===== config.mk =====
export PLATFORM = sky130hd
export DESIGN_NAME = pipe_hazard_ctrl
export DESIGN_NICKNAME = d
export VERILOG_FILES = /design/src/rtl/pipe_hazard_ctrl.sv
export SDC_FILE = /design/constraint.sdc
export NUM_CORES = 1
export LEC_CHECK = 0
export BUFFER_PORTS_ARGS = -buffer_cell sky130_fd_sc_hd__buf_2
export CAP_MARGIN = 5
export CORE_MARGIN = 3
export CORE_UTILIZATION = 45
export CTS_CLUSTER_SIZE = 8
export DETAILED_ROUTE_END_ITERATION = 7
export PLACE_DENSITY = 0.75
export SYNTH_ARGS = -nofsm -noshare
export SYNTH_HDL_FRONTEND = slang
export SYNTH_SLANG_ARGS = --single-unit

===== constraint.sdc =====
create_clock -name clk -period 1.9 [get_ports clk]
set_input_delay 0.095 -clock clk [delete_from_list [all_inputs] [get_ports clk]]
set_output_delay 0.095 -clock clk [all_outputs]
set_load 0.03 [all_outputs]

===== src/rtl/pipe_hazard_ctrl.sv =====
// Hazard control for the five-stage pipeline: tracks EX/MEM/WB occupancy and derives
// stall, flush and EX forwarding selects, including a multi-cycle load wait.
module pipe_hazard_ctrl #(
  parameter int REG_ADDR_WIDTH = 5,
  parameter int LOAD_WAIT      = 0
) (
  input  logic                      clk,
  input  logic                      rst,
  input  logic                      id_valid,
  input  logic [REG_ADDR_WIDTH-1:0] id_rs1,
  input  logic [REG_ADDR_WIDTH-1:0] id_rs2,
  input  logic                      id_uses_rs1,
  input  logic                      id_uses_rs2,
  input  logic [REG_ADDR_WIDTH-1:0] id_rd,
  input  logic                      id_reg_write,
  input  logic                      id_mem_read,
  input  logic                      ex_branch_taken,
  output logic                      stall_f,
  output logic                      stall_d,
  output logic                      stall_e,
  output logic                      stall_m,
  output logic                      flush_d,
  output logic                      flush_e,
  output logic [1:0]                fwd_a,
  output logic [1:0]                fwd_b,
  output logic                      ex_valid,
  output logic                      mem_valid,
  output logic                      wb_valid,
  output logic                      mem_busy
);
  localparam int W = REG_ADDR_WIDTH;

  if (LOAD_WAIT < 0 || LOAD_WAIT > 15) begin : g_bad_load_wait
    $error("pipe_hazard_ctrl: LOAD_WAIT must be in 0..15");
  end

  typedef struct packed {
    logic         valid;
    logic [W-1:0] rs1;
    logic [W-1:0] rs2;
    logic         uses_rs1;
    logic         uses_rs2;
    logic [W-1:0] rd;
    logic         reg_write;
    logic         mem_read;
  } ex_rec_t;

  typedef struct packed {
    logic         valid;
    logic [W-1:0] rd;
    logic         reg_write;
    logic         mem_read;
  } mem_rec_t;

  typedef struct packed {
    logic         valid;
    logic [W-1:0] rd;
    logic         reg_write;
  } wb_rec_t;

  typedef enum logic {S_IDLE, S_WAIT} state_t;

  ex_rec_t  ex_q;
  mem_rec_t mem_q;
  wb_rec_t  wb_q;
  state_t   state_q, state_d;
  logic [3:0] cnt_q, cnt_d;
  logic busy, wait_done, branch, load_use, mem_fwd, wb_fwd;

  assign busy      = (state_q == S_WAIT);
  assign wait_done = busy && (cnt_q == 4'd1);
  assign branch    = ex_q.valid && ex_branch_taken;
  // Loads in MEM have no data yet, so only ALU results forward from there.
  assign mem_fwd   = mem_q.valid && mem_q.reg_write && !mem_q.mem_read && (mem_q.rd != '0);
  assign wb_fwd    = wb_q.valid && wb_q.reg_write && (wb_q.rd != '0);
  assign load_use  = ex_q.valid && ex_q.mem_read && ex_q.reg_write && (ex_q.rd != '0) && id_valid &&
                     ((id_uses_rs1 && id_rs1 == ex_q.rd) || (id_uses_rs2 && id_rs2 == ex_q.rd));

  // The wait subsumes every other hazard; a taken branch overrides load-use (ID is wrong-path).
  assign flush_d   = branch && !busy;
  assign flush_e   = (branch || load_use) && !busy;
  assign stall_f   = busy || (load_use && !branch);
  assign stall_d   = stall_f;
  assign stall_e   = busy;
  assign stall_m   = busy;
  assign mem_busy  = busy;
  assign ex_valid  = ex_q.valid;
  assign mem_valid = mem_q.valid;
  assign wb_valid  = wb_q.valid;

  always_comb begin
    fwd_a = 2'b00;
    fwd_b = 2'b00;
    if (ex_q.valid && ex_q.uses_rs1 && ex_q.rs1 != '0) begin
      if (mem_fwd && mem_q.rd == ex_q.rs1)     fwd_a = 2'b10;
      else if (wb_fwd && wb_q.rd == ex_q.rs1)  fwd_a = 2'b01;
    end
    if (ex_q.valid && ex_q.uses_rs2 && ex_q.rs2 != '0) begin
      if (mem_fwd && mem_q.rd == ex_q.rs2)     fwd_b = 2'b10;
      else if (wb_fwd && wb_q.rd == ex_q.rs2)  fwd_b = 2'b01;
    end
  end

  always_comb begin
    state_d = state_q;
    cnt_d   = cnt_q;
    unique case (state_q)
      S_IDLE: if (LOAD_WAIT > 0 && ex_q.valid && ex_q.mem_read) begin
        state_d = S_WAIT;
        cnt_d   = 4'(LOAD_WAIT);
      end
      S_WAIT: if (cnt_q == 4'd1) begin
        state_d = S_IDLE;
        cnt_d   = 4'd0;
      end else begin
        cnt_d   = cnt_q - 4'd1;
      end
      default: state_d = S_IDLE;
    endcase
  end

  always_ff @(posedge clk or negedge rst) begin
    if (!rst) begin
      state_q <= S_IDLE;
      cnt_q   <= '0;
      ex_q    <= '0;
      mem_q   <= '0;
      wb_q    <= '0;
    end else begin
      state_q <= state_d;
      cnt_q   <= cnt_d;
      if (busy) begin
        // The finished load retires on the last wait edge; younger stages stay put.
        if (wait_done) begin
          wb_q  <= '{mem_q.valid, mem_q.rd, mem_q.reg_write};
          mem_q <= '0;
        end else begin
          wb_q  <= '0;
        end
      end else begin
        wb_q  <= '{mem_q.valid, mem_q.rd, mem_q.reg_write};
        mem_q <= '{ex_q.valid, ex_q.rd, ex_q.reg_write, ex_q.mem_read};
        if (flush_e || !id_valid) ex_q <= '0;
        else ex_q <= '{1'b1, id_rs1, id_rs2, id_uses_rs1, id_uses_rs2,
                       id_rd, id_reg_write, id_mem_read};
      end
    end
  end
endmodule

==> out/metrics.yaml, run 1 <==
cts.clk_slew.worst_paths_ns: 0.08
overflow: 0
skew_ns: 0.00468
drt-initial-drc-count: 113
dieArea_sq_um: 5650
vias: 1929
grt_max_degree: 41
area_growth_pct: 31.0
timing.slew.headroom_pct: 66.7
cts.sink_count: 40
dpl_cell_area_sq_um: 2510
routed_wl_mm: 5.69
reg2reg_from: "ex_q[6]$_DFFE_PN0N_"
syn_area_per_cell_sq_um: 9.93
yosysSeqAreaShare_pct: 46.5
clock_latency_ns: 0.29
synth_ff_type: "dfrtp_1"
numPlacedInstances: 308
min-delay-start: "id_rd[1]"
root_buffer: "clkbuf_8"
synth.most_common_cell: "dfrtp_1"
syn_area_sq_um: 2150
track_usage_pct: 22.0
hold_depth: 3
synthCells: 217
grt_antenna_before_repair: 0
fin_crit_ns: 2.12
coreArea_sq_um: 4470
dieWidth_um: 75.2
ys_top_cells_by_count: "dfrtp_1 (40), nand2_1 (25), o21ai_1 (21), xnor2_1 (20), a32oi_1 (19)"
n_antenna_cell: 0
cts_tree: "yes"
crit_path_start_kind: "flop"
end_kind: "output pin"
synth_seq_cells: 40
fmax_mhz: 471
synth_area_leaders: "dfrtp_1 (46%), xnor2_1 (8.1%), a32oi_1 (7.7%), o21ai_1 (4.9%), nand2_1 (4.4%)"
final_area_sq_um: 2820
start_util_pct: 48.2
p_int_mw: 1.47
synth_fp_nets: 242
yosys.area.top_type: "dfrtp_1"
grt_pass1_wl_mm: 9.33
final-setup-viol-count: 4
rrSetupSlack_ns: 0.26
die_height_um: 75.2
swShare_pct: 30.9
power_switching_uw: 657
synth_top_area_share_pct: 46.5
violations: "negative setup slack"
reg2regPathDepth: 7
worstHoldEndpoint: "ex_q[3]$_DFFE_PN0N_"
cts_buffers: 5
vias_per_cell: 5.88
cts_buffer_depth: 2
rsz0062_at_grt: "true"
drtPass1Iterations: 4
row_count: 24
drv_slew: 0
power_leakage_nw: 1.25
fin_cells: 328
p_per_area_nw_per_um2: 752
gp_congestion: 0.952
drive_gt1_share_pct: 33.7
hold_violations: 0
worstPathRequired_ns: 1.80
grt_pass1_vias: 1891
hpwl_mm: 3.92
async_flop_share_pct: 100
holdWs_ns: 0.0407
path_max_fanout: 2
drc: 0
min_period_over_period_pct: 112
reg2reg_to: "ex_q[13]$_DFFE_PN0N_"
h-tree-depth: 2
avgRoutedWirePerCell_um: 17.3
io_buffers: 36
p_comb_share_pct: 24.2
run_status: "complete, but fails checks"
fin_nets: 300
synth_edf_count: 0
path_class: "reg -> out"
peakVddDrop_mv: 0.539
drtAntennaViolNets: 0
seqPwrFrac_pct: 48.7
finish.utilization_pct: 63.1
dp_slack_ns: -0.0156
setup_ws_ns: -0.225
synth_warnings: 0
tightest_slew_ns: 0.500
max_cap_viol_count: 0
clkPwrFrac_pct: 27.2
cp_data_arrival_time_ns: 2.03
io_pins: 37
hold_class: "in -> reg"
ys_types: 34
fillerInstances: 362
-- worst max-delay path, cell delays in order, from the launching register on --
cell       delay, ns
dfrtp_1         0.39
or4_4           0.55
o2111ai_4       0.29
nor4_4          0.08
nor4_4          0.26
buf_6           0.16
-- timing repair --
action                     4_1_cts  5_1_grt
resized for setup               16       12
setup endpoints to repair        7        7
hold endpoints to repair        40        0
hold buffers                     1        0
cloned                           0        0
buffers inserted                 6        5
pin swaps                        6        3
-- registers in the layout (all words and copies together), names as in the netlist --
name and cells:
wb_valid 1, mem_busy 1, ex_valid 1, cnt_q 4
mem_valid 1, mem_q 7, ex_q 19, wb_q 6
-- layer usage --
metal	global-route usage (%)	vias up	part of all wire [%]
li1	-	910	-
met1	28.3	918	40
met2	35.3	85	49
met3	6.94	16	8.1
met4	7.57	0	2.7
met5	0	-	0
-- power by group through the flow --
stage	combinational (mW)	sequential (mW)	clock [mW]
2_1_floorplan	0.258	1.04	0
3_3_place_gp	0.415	1.05	0
3_5_place_dp	0.427	1.05	0
4_1_cts	0.481	1.03	0.589
5_1_grt	0.561	1.04	0.624
6_report	0.513	1.03	0.576
-- area by class of cell --
type | count | area, sq um | share of cell area, %
sequential | 40 | 1010 | 35.7
timing repair buffer | 66 | 454 | 16.1
clock inverter | 2 | 10.0 | 0.355
multi-input combinational | 154 | 1170 | 41.6
inverter | 8 | 30.0 | 1.06
clock buffer | 6 | 82.6 | 2.93
tap | 52 | 65.1 | 2.30
-- how the worst max path moves through the flow --
| stage | from | end | slack [ns] | depth (start not counted) |
|---|---|---|---|---|
| 5_1_grt | mem_q[3]$_DFFE_PN0P_ | fwd_b[0] | -0.32 | 5 |
| 2_1_floorplan | ex_valid$_DFFE_PN0N_ | stall_f | 0.04 | 5 |
| 3_5_place_dp | mem_q[5]$_DFFE_PN0P_ | fwd_b[1] | -0.02 | 5 |
| 3_3_place_gp | mem_q[4]$_DFFE_PN0P_ | fwd_a[0] | 0.08 | 5 |
| 4_1_cts | mem_q[3]$_DFFE_PN0P_ | fwd_b[0] | -0.23 | 5 |
| 6_report | mem_q[3]$_DFFE_PN0P_ | fwd_b[0] | -0.22 | 5 |
-- cell usage in the layout, fill, tap and decap left out, types with 2 or more instances in the layout --
cell	count
buf_6	5
clkinv_2	2
nor2_1	3
o2111a_1	2
ha_1	2
dfrtp_2	5
xnor2_1	16
nand2_1	25
inv_1	7
o21ai_0	3
xnor2_2	4
nand3_1	4
clkbuf_4	2
nor3_1	4
nand4_1	3
or4_1	4
clkbuf_8	6
o211ai_1	3
a21o_1	3
o21ai_1	21
buf_2	30
and2_1	6
nor4_4	4
buf_4	27
a22o_1	6
dfrtp_1	35
a32oi_1	19
xor2_1	10
-- through the flow --
| step | TNS (ns) | total power [mW] |
|---|---|---|
| final | -0.761 | 2.12 |
| after global routing | -1.12 | 2.23 |
| after CTS | -0.749 | 2.10 |
| after detailed placement | -0.0217 | 1.47 |
| after global placement | 0 | 1.46 |
| after floorplan | 0 | 1.30 |
-- kinds of logic after synthesis --
| logic type | after synthesis | share of synthesized area (%) |
|---|---|---|
| XOR/XNOR | 30 | 12.2 |
| multiplexers | 1 | 0.465 |
| buffers and inverters | 23 | 4.76 |
| AND/OR/NAND/NOR | 59 | 14.1 |
| AO/OA/AOI/OAI | 62 | 20.8 |
| adder cells (fa/ha/maj) | 2 | 1.16 |
| flip-flops | 40 | 46.5 |
(Power assumes the default switching activity.)
==> run 2, diff against run 1 <==
- GPL_ROUTABILITY_DRIVEN: default -> 0
- clock period: 1.9 -> 2.7 ns (I/O delays scaled with it)
==> run 2 against run 1 <==
Net effect:
- the run now ends clean
- first-iteration DRC count grew 19%
- clock power down 27%
- flip-flop and latch count is the same
- clock skew is 0.00095 ns higher
- worst setup slack better by 0.68 ns
- register-to-register slack improved by 0.58 ns
- power shrank 34%
- routed wire length fell by 13%
- global-route usage fell by 3.2 points
- clock-buffer cell count rose by 1
- final area fell by 13%
- largest cell class unchanged
- highest routed layer unchanged
==> out/metrics.yaml, run 2 (same netlist as run 1, synthesis figures left out) <==
rsz0062_at_grt: "false"  # was true
cts_buffers: 5  # unchanged
ctsResizeCount: 0  # was 16
dieWidth_um: 75.2  # unchanged
peakVddDrop_mv: 0.217  # was 0.539 mV
cp_data_arrival_time_ns: 2.11  # was 2.03 ns
io_buffers: 36  # unchanged
worstHoldEndpoint: "ex_q[3]$_DFFE_PN0N_"  # unchanged
reg2reg_from: "ex_q[5]$_DFFE_PN0N_"  # was ex_q[6]$_DFFE_PN0N_
max_cap_viol_count: 0  # unchanged
drtPass1Iterations: 4  # unchanged
coreArea_sq_um: 4470  # unchanged
p_per_area_nw_per_um2: 571  # was 752 nW/um^2
grt_pass1_wl_mm: 8.02  # was 9.33 mm
drtAntennaViolNets: 0  # unchanged
skew_ns: 0.00563  # was 0.00468 ns
regArea_sq_um: 1000  # was 1010 sq um
vias_per_cell: 5.86  # was 5.88
hold_class: "in -> reg"  # unchanged
rrSetupSlack_ns: 0.84  # was 0.26 ns
drv_slew: 0  # unchanged
reg2reg_to: "ex_q[0]$_DFFE_PN0N_"  # was ex_q[13]$_DFFE_PN0N_
reg2regPathDepth: 6  # was 7
power_leakage_nw: 1.10  # was 1.25 nW
h-tree-depth: 2  # unchanged
min-delay-start: "id_rd[1]"  # unchanged
dieArea_sq_um: 5650  # unchanged
dpl_cell_area_sq_um: 2360  # was 2510 sq um
reg_top3: "ex_q: 19 flops, mem_q: 7 flops, wb_q: 6 flops"  # unchanged
grt_max_degree: 41  # unchanged
tightest_slew_ns: 0.860  # was 0.500 ns
largest_reg_flops: 19  # unchanged
fin_tns_setup_ns: 0  # was -0.761 ns
grt_pass1_vias: 1526  # was 1891
die_height_um: 75.2  # unchanged
overflow: 0  # unchanged
hold_depth: 3  # unchanged
grt_antenna_before_repair: 0  # unchanged
avgRoutedWirePerCell_um: 16.5  # was 17.3 um
drt-initial-drc-count: 134  # was 113
path_class: "reg -> out"  # unchanged
fmax_mhz: 445
final_area_sq_um: 2470  # was 2820 sq um
drive_gt1_share_pct: 20.4  # was 33.7%
routed_wl_mm: 4.97  # was 5.69 mm
cts_buffer_depth: 2  # unchanged
multiInputGateArea_sq_um: 1060  # was 1170 sq um
fin_crit_ns: 2.25
clock_latency_ns: 0.29  # about the same
min_period_over_period_pct: 83.2
track_usage_pct: 18.8  # was 22.0%
hold_violations: 0  # unchanged
run_status: "finished clean"  # was complete, but fails checks
path_max_fanout: 5  # was 2
root_buffer: "clkbuf_8"  # unchanged
worstPathRequired_ns: 2.57  # was 1.80 ns
drc: 0  # unchanged
area_growth_pct: 14.6  # was 31.0%
final-setup-viol-count: 0  # was 4
final_cell_mix: "dfrtp_1 (40), buf_2 (36), nand2_1 (25)"  # was dfrtp_1 (35), buf_2 (30), buf_4 (27)
hpwl_mm: 3.56  # was 3.92 mm
fin_nets: 275  # was 300
n_antenna_cell: 0  # unchanged
io_pins: 37  # unchanged
cts_tree: "yes"  # unchanged
crit_path_start_kind: "flop"  # unchanged
end_kind: "output pin"  # unchanged
timing.slew.headroom_pct: 42.7  # was 66.7%
row_count: 24  # unchanged
cts.sink_count: 40  # unchanged
final_common_cell: "dfrtp_1"  # unchanged
fillerInstances: 411  # was 362
start_util_pct: 48.2  # unchanged
regMostFlops: "ex_q"  # unchanged
cts.clk_slew.worst_paths_ns: 0.07  # was 0.08 ns
vias: 1771  # was 1929
==> run 2: cell count changes in the layout (fill, tap and decap cells not counted), sizes merged <==
| cell | change |
|---|---|
| buf | -23 |
| clkinv | -2 |
| clkbuf | -1 |
==> run 2: power by group <==
group | leakage [nW] | total, mW | internal, mW | switching (mW)
Combinational | 0.542 | 0.250 | 0.123 | 0.127
Clock | 0.0503 | 0.419 | 0.227 | 0.192
Sequential | 0.506 | 0.741 | 0.655 | 0.0865
==> run 2: metal layers <==
metal  routed length [um]  part of all wire, %  up-vias  global-route usage (%)
met5                    0                    0        -                       0
met4                   65                  1.3        0                    5.24
met3                  284                  5.7        6                    4.27
met2                 2260                   45       54                    26.9
met1                 2370                   48      849                    28.7
li1                     -                    -      862                       -
==> run 2: area by class of cell <==
| type | count | area share (%) |
|---|---|---|
| Inverter | 8 | 1.22 |
| Sequential cell | 40 | 40.5 |
| Multi-Input combinational cell | 154 | 42.8 |
| Clock buffer | 7 | 3.90 |
| Timing Repair Buffer | 41 | 8.92 |
| Tap cell | 52 | 2.63 |
==> run 2: worst max-delay path by stage <==
| stage | startpoint | endpoint | slack [ns] |
|---|---|---|---|
| final | mem_q[3]$_DFFE_PN0P_ | fwd_a[0] | 0.45 |
| after global routing | mem_q[3]$_DFFE_PN0P_ | fwd_a[0] | 0.35 |
| after CTS | mem_q[3]$_DFFE_PN0P_ | fwd_a[0] | 0.43 |
| after detailed placement | mem_q[3]$_DFFE_PN0P_ | fwd_a[0] | 0.77 |
| after global placement | ex_q[5]$_DFFE_PN0N_ | stall_d | 0.82 |
| after floorplan | mem_q[3]$_DFFE_PN0P_ | fwd_a[0] | 0.36 |
==> run 2: repair_timing <==
action | 4_1_cts | 5_1_grt
hold endpoints to repair | 40 | 0
endpoints found under the setup margin | 0 | 0
buffers inserted | 0 | 0
hold buffers | 1 | 0
==> run 2: critical path: stages, from the launching register on <==
cell and delay (ns):
dfrtp_1 0.44, or4_1 0.55, o2111ai_2 0.22, nor4_1 0.12, nor4_1 0.26, buf_2 0.24
==> run 2: metrics by stage <==
stage	utilization (%)	std cells	power (mW)	hold WS (ns)	worst slack [ns]
after detailed placement	52.8	294	1.00	0.296	0.771
after CTS	55.2	302	1.43	0.0675	0.433
after floorplan	-	217	0.906	-0.161	0.359
after global routing	55.2	302	1.48	0.0780	0.349
after global placement	52.8	294	0.995	0.301	0.815
final	55.2	302	1.41	0.0721	0.455
==> run 3, diff against run 2 <==
- clock period: 2.7 -> 2.3 ns (I/O delays scaled with it)
==> run 3 against run 2 <==
Net effect:
- critical path depth stayed put
- final area is 1.1% higher
- cell count is 0.99% higher
- largest cell class unchanged
- largest power group unchanged
- highest routed layer unchanged
==> out/metrics.yaml, run 3 (same netlist as run 1, synthesis figures left out) <==
timing.slew.headroom_pct: 41.3  # was 42.7%
drt-initial-drc-count: 140  # was 134
row_count: 24  # unchanged
drv_slew: 0  # unchanged
cts_buffers: 5  # unchanged
setup_ws_ns: 0.102  # was 0.455 ns
fmax_mhz: 455
peakVddDrop_mv: 0.299  # was 0.217 mV
worstPathRequired_ns: 2.18  # was 2.57 ns
fin_nets: 277  # was 275
area_growth_pct: 15.9  # was 14.6%
grt_max_degree: 41  # unchanged
io_buffers: 36  # unchanged
final-setup-viol-count: 0  # unchanged
dieArea_sq_um: 5650  # unchanged
dpl_cell_area_sq_um: 2390  # was 2360 sq um
dp_slack_ns: 0.374  # was 0.771 ns
drc: 0  # unchanged
hpwl_mm: 3.75  # was 3.56 mm
fin_tns_setup_ns: 0  # unchanged
final_cell_mix: "dfrtp_1 (40), buf_2 (35), nand2_1 (25)"  # was dfrtp_1 (40), buf_2 (36), nand2_1 (25)
avgRoutedWirePerCell_um: 17.2  # was 16.5 um
vias: 1833  # was 1771
start_util_pct: 48.2  # unchanged
grt_pass1_vias: 1671  # was 1526
io_pins: 37  # unchanged
overflow: 0  # unchanged
rsz0062_at_grt: "false"  # unchanged
slowest_stage: "or4_1"  # unchanged
largest_reg_flops: 19  # unchanged
reg_top3: "ex_q: 19 flops, mem_q: 7 flops, wb_q: 6 flops"  # unchanged
final_area_sq_um: 2500  # was 2470 sq um
cp_data_arrival_time_ns: 2.08  # was 2.11 ns
hold_class: "in -> reg"  # unchanged
end_kind: "output pin"  # unchanged
crit_path_max_incr_delay_ns: 0.55  # about the same
run_status: "finished clean"  # unchanged
vias_per_cell: 6.01  # was 5.86
p_per_area_nw_per_um2: 664  # was 571 nW/um^2
root_buffer: "clkbuf_8"  # unchanged
drive_gt1_share_pct: 22.1  # was 20.4%
n_antenna_cell: 0  # unchanged
max_cap_viol_count: 0  # unchanged
routed_wl_mm: 5.24  # was 4.97 mm
drtPass1Iterations: 4  # unchanged
tightest_slew_ns: 0.881  # was 0.860 ns
numPlacedInstances: 296  # was 294
regMostFlops: "ex_q"  # unchanged
drtAntennaViolNets: 0  # unchanged
power_leakage_nw: 1.11  # was 1.10 nW
cts.clk_slew.worst_paths_ns: 0.07  # about the same
h-tree-depth: 2  # unchanged
coreArea_sq_um: 4470  # unchanged
fillerInstances: 386  # was 411
power_mw: 1.66  # was 1.41 mW
crit_path_start_kind: "flop"  # unchanged
path_max_fanout: 5  # unchanged
cts_buffer_depth: 2  # unchanged
path_cells: "or4_1, o2111ai_2, nor4_1, nor4_2, buf_4"  # was or4_1, o2111ai_2, nor4_1, nor4_1, buf_2
final_common_cell: "dfrtp_1"  # unchanged
grt_pass1_wl_mm: 8.42  # was 8.02 mm
cts.sink_count: 40  # unchanged
track_usage_pct: 19.8  # was 18.8%
path_class: "reg -> out"  # unchanged
fin_cells: 305  # was 302
dieWidth_um: 75.2  # unchanged
clock_latency_ns: 0.29  # about the same
grt_antenna_before_repair: 0  # unchanged
hold_violations: 0  # unchanged
min_period_over_period_pct: 95.6
fin_crit_ns: 2.20
cts_tree: "yes"  # unchanged
skew_ns: 0.00806  # was 0.00563 ns
die_height_um: 75.2  # unchanged
run 3: cell types whose count changed in the layout (fill, tap and decap cells not counted):
cell      before  now
nor4_1         4    2
clkinv_2       0    2
clkbuf_8       7    6
buf_2         36   35
nor4_2         0    2
buf_4          4    7
run 3: where the power goes:
part	internal [mW]	switching, mW
Sequential	0.768	0.0981
Combinational	0.147	0.160
Clock	0.239	0.244
Total	1.16	0.502
run 3: final cells by class:
cell class                 instances  area, sq um  share of cell area, %
clock inverter                     2         10.0                  0.401
tap                               52         65.1                   2.61
multi-input combinational        154         1070                   42.9
sequential                        40         1000                   40.1
clock buffer                       6         82.6                   3.31
inverter                           8         30.0                   1.20
timing repair buffer              43          238                   9.52
run 3: path summary, 6_finish.rpt:
path / start / endpoint / slack [ns] / depth (start not counted)
hold / removal: id_rd[1] / ex_q[3]$_DFFE_PN0N_ / 0.06 / 3
hold reg to reg: cnt_q[3]$_DFFE_PN0P_ / cnt_q[3]$_DFFE_PN0P_ / 0.52 / 1
setup / recovery: mem_q[3]$_DFFE_PN0P_ / fwd_a[0] / 0.10 / 5
setup reg to reg: ex_q[5]$_DFFE_PN0N_ / ex_q[11]$_DFFE_PN0N_ / 0.52 / 5
min in group asynchronous: rst / wb_q[0]$_DFF_PN0_ / 0.48 / 2
max in group asynchronous: rst / cnt_q[2]$_DFFE_PN0P_ / 1.27 / 2
run 3: through the flow:
step                util [%]  hold WS, ns
finish                  55.8       0.0564
global route            55.8       0.0520
CTS                     55.7       0.0507
floorplan                  -       -0.181
global placement        53.4        0.278
detailed placement      53.4        0.285
run 3: what timing repair did:
item                                    CTS  global route
gates resized for setup                   0             2
buffers inserted                          0             0
hold buffers                              1             0
endpoints found under the setup margin    0             1
endpoints found under the hold margin    40             0
run 3: metal layers:
layer,wire length [um],GRT usage [%],share of wire (%)
met1,2440,28.5,47
met2,2450,29.6,47
met3,297,5.21,5.7
met4,54,5.83,1.0
met5,0,0,0
run 3: critical path: cells and delay by family (launching register included):
kind,cells,cell delay (ns)
AO/OA/AOI/OAI,1,0.20
AND/OR/NAND/NOR,3,0.94
buffers and inverters,1,0.20
flip-flops,1,0.44
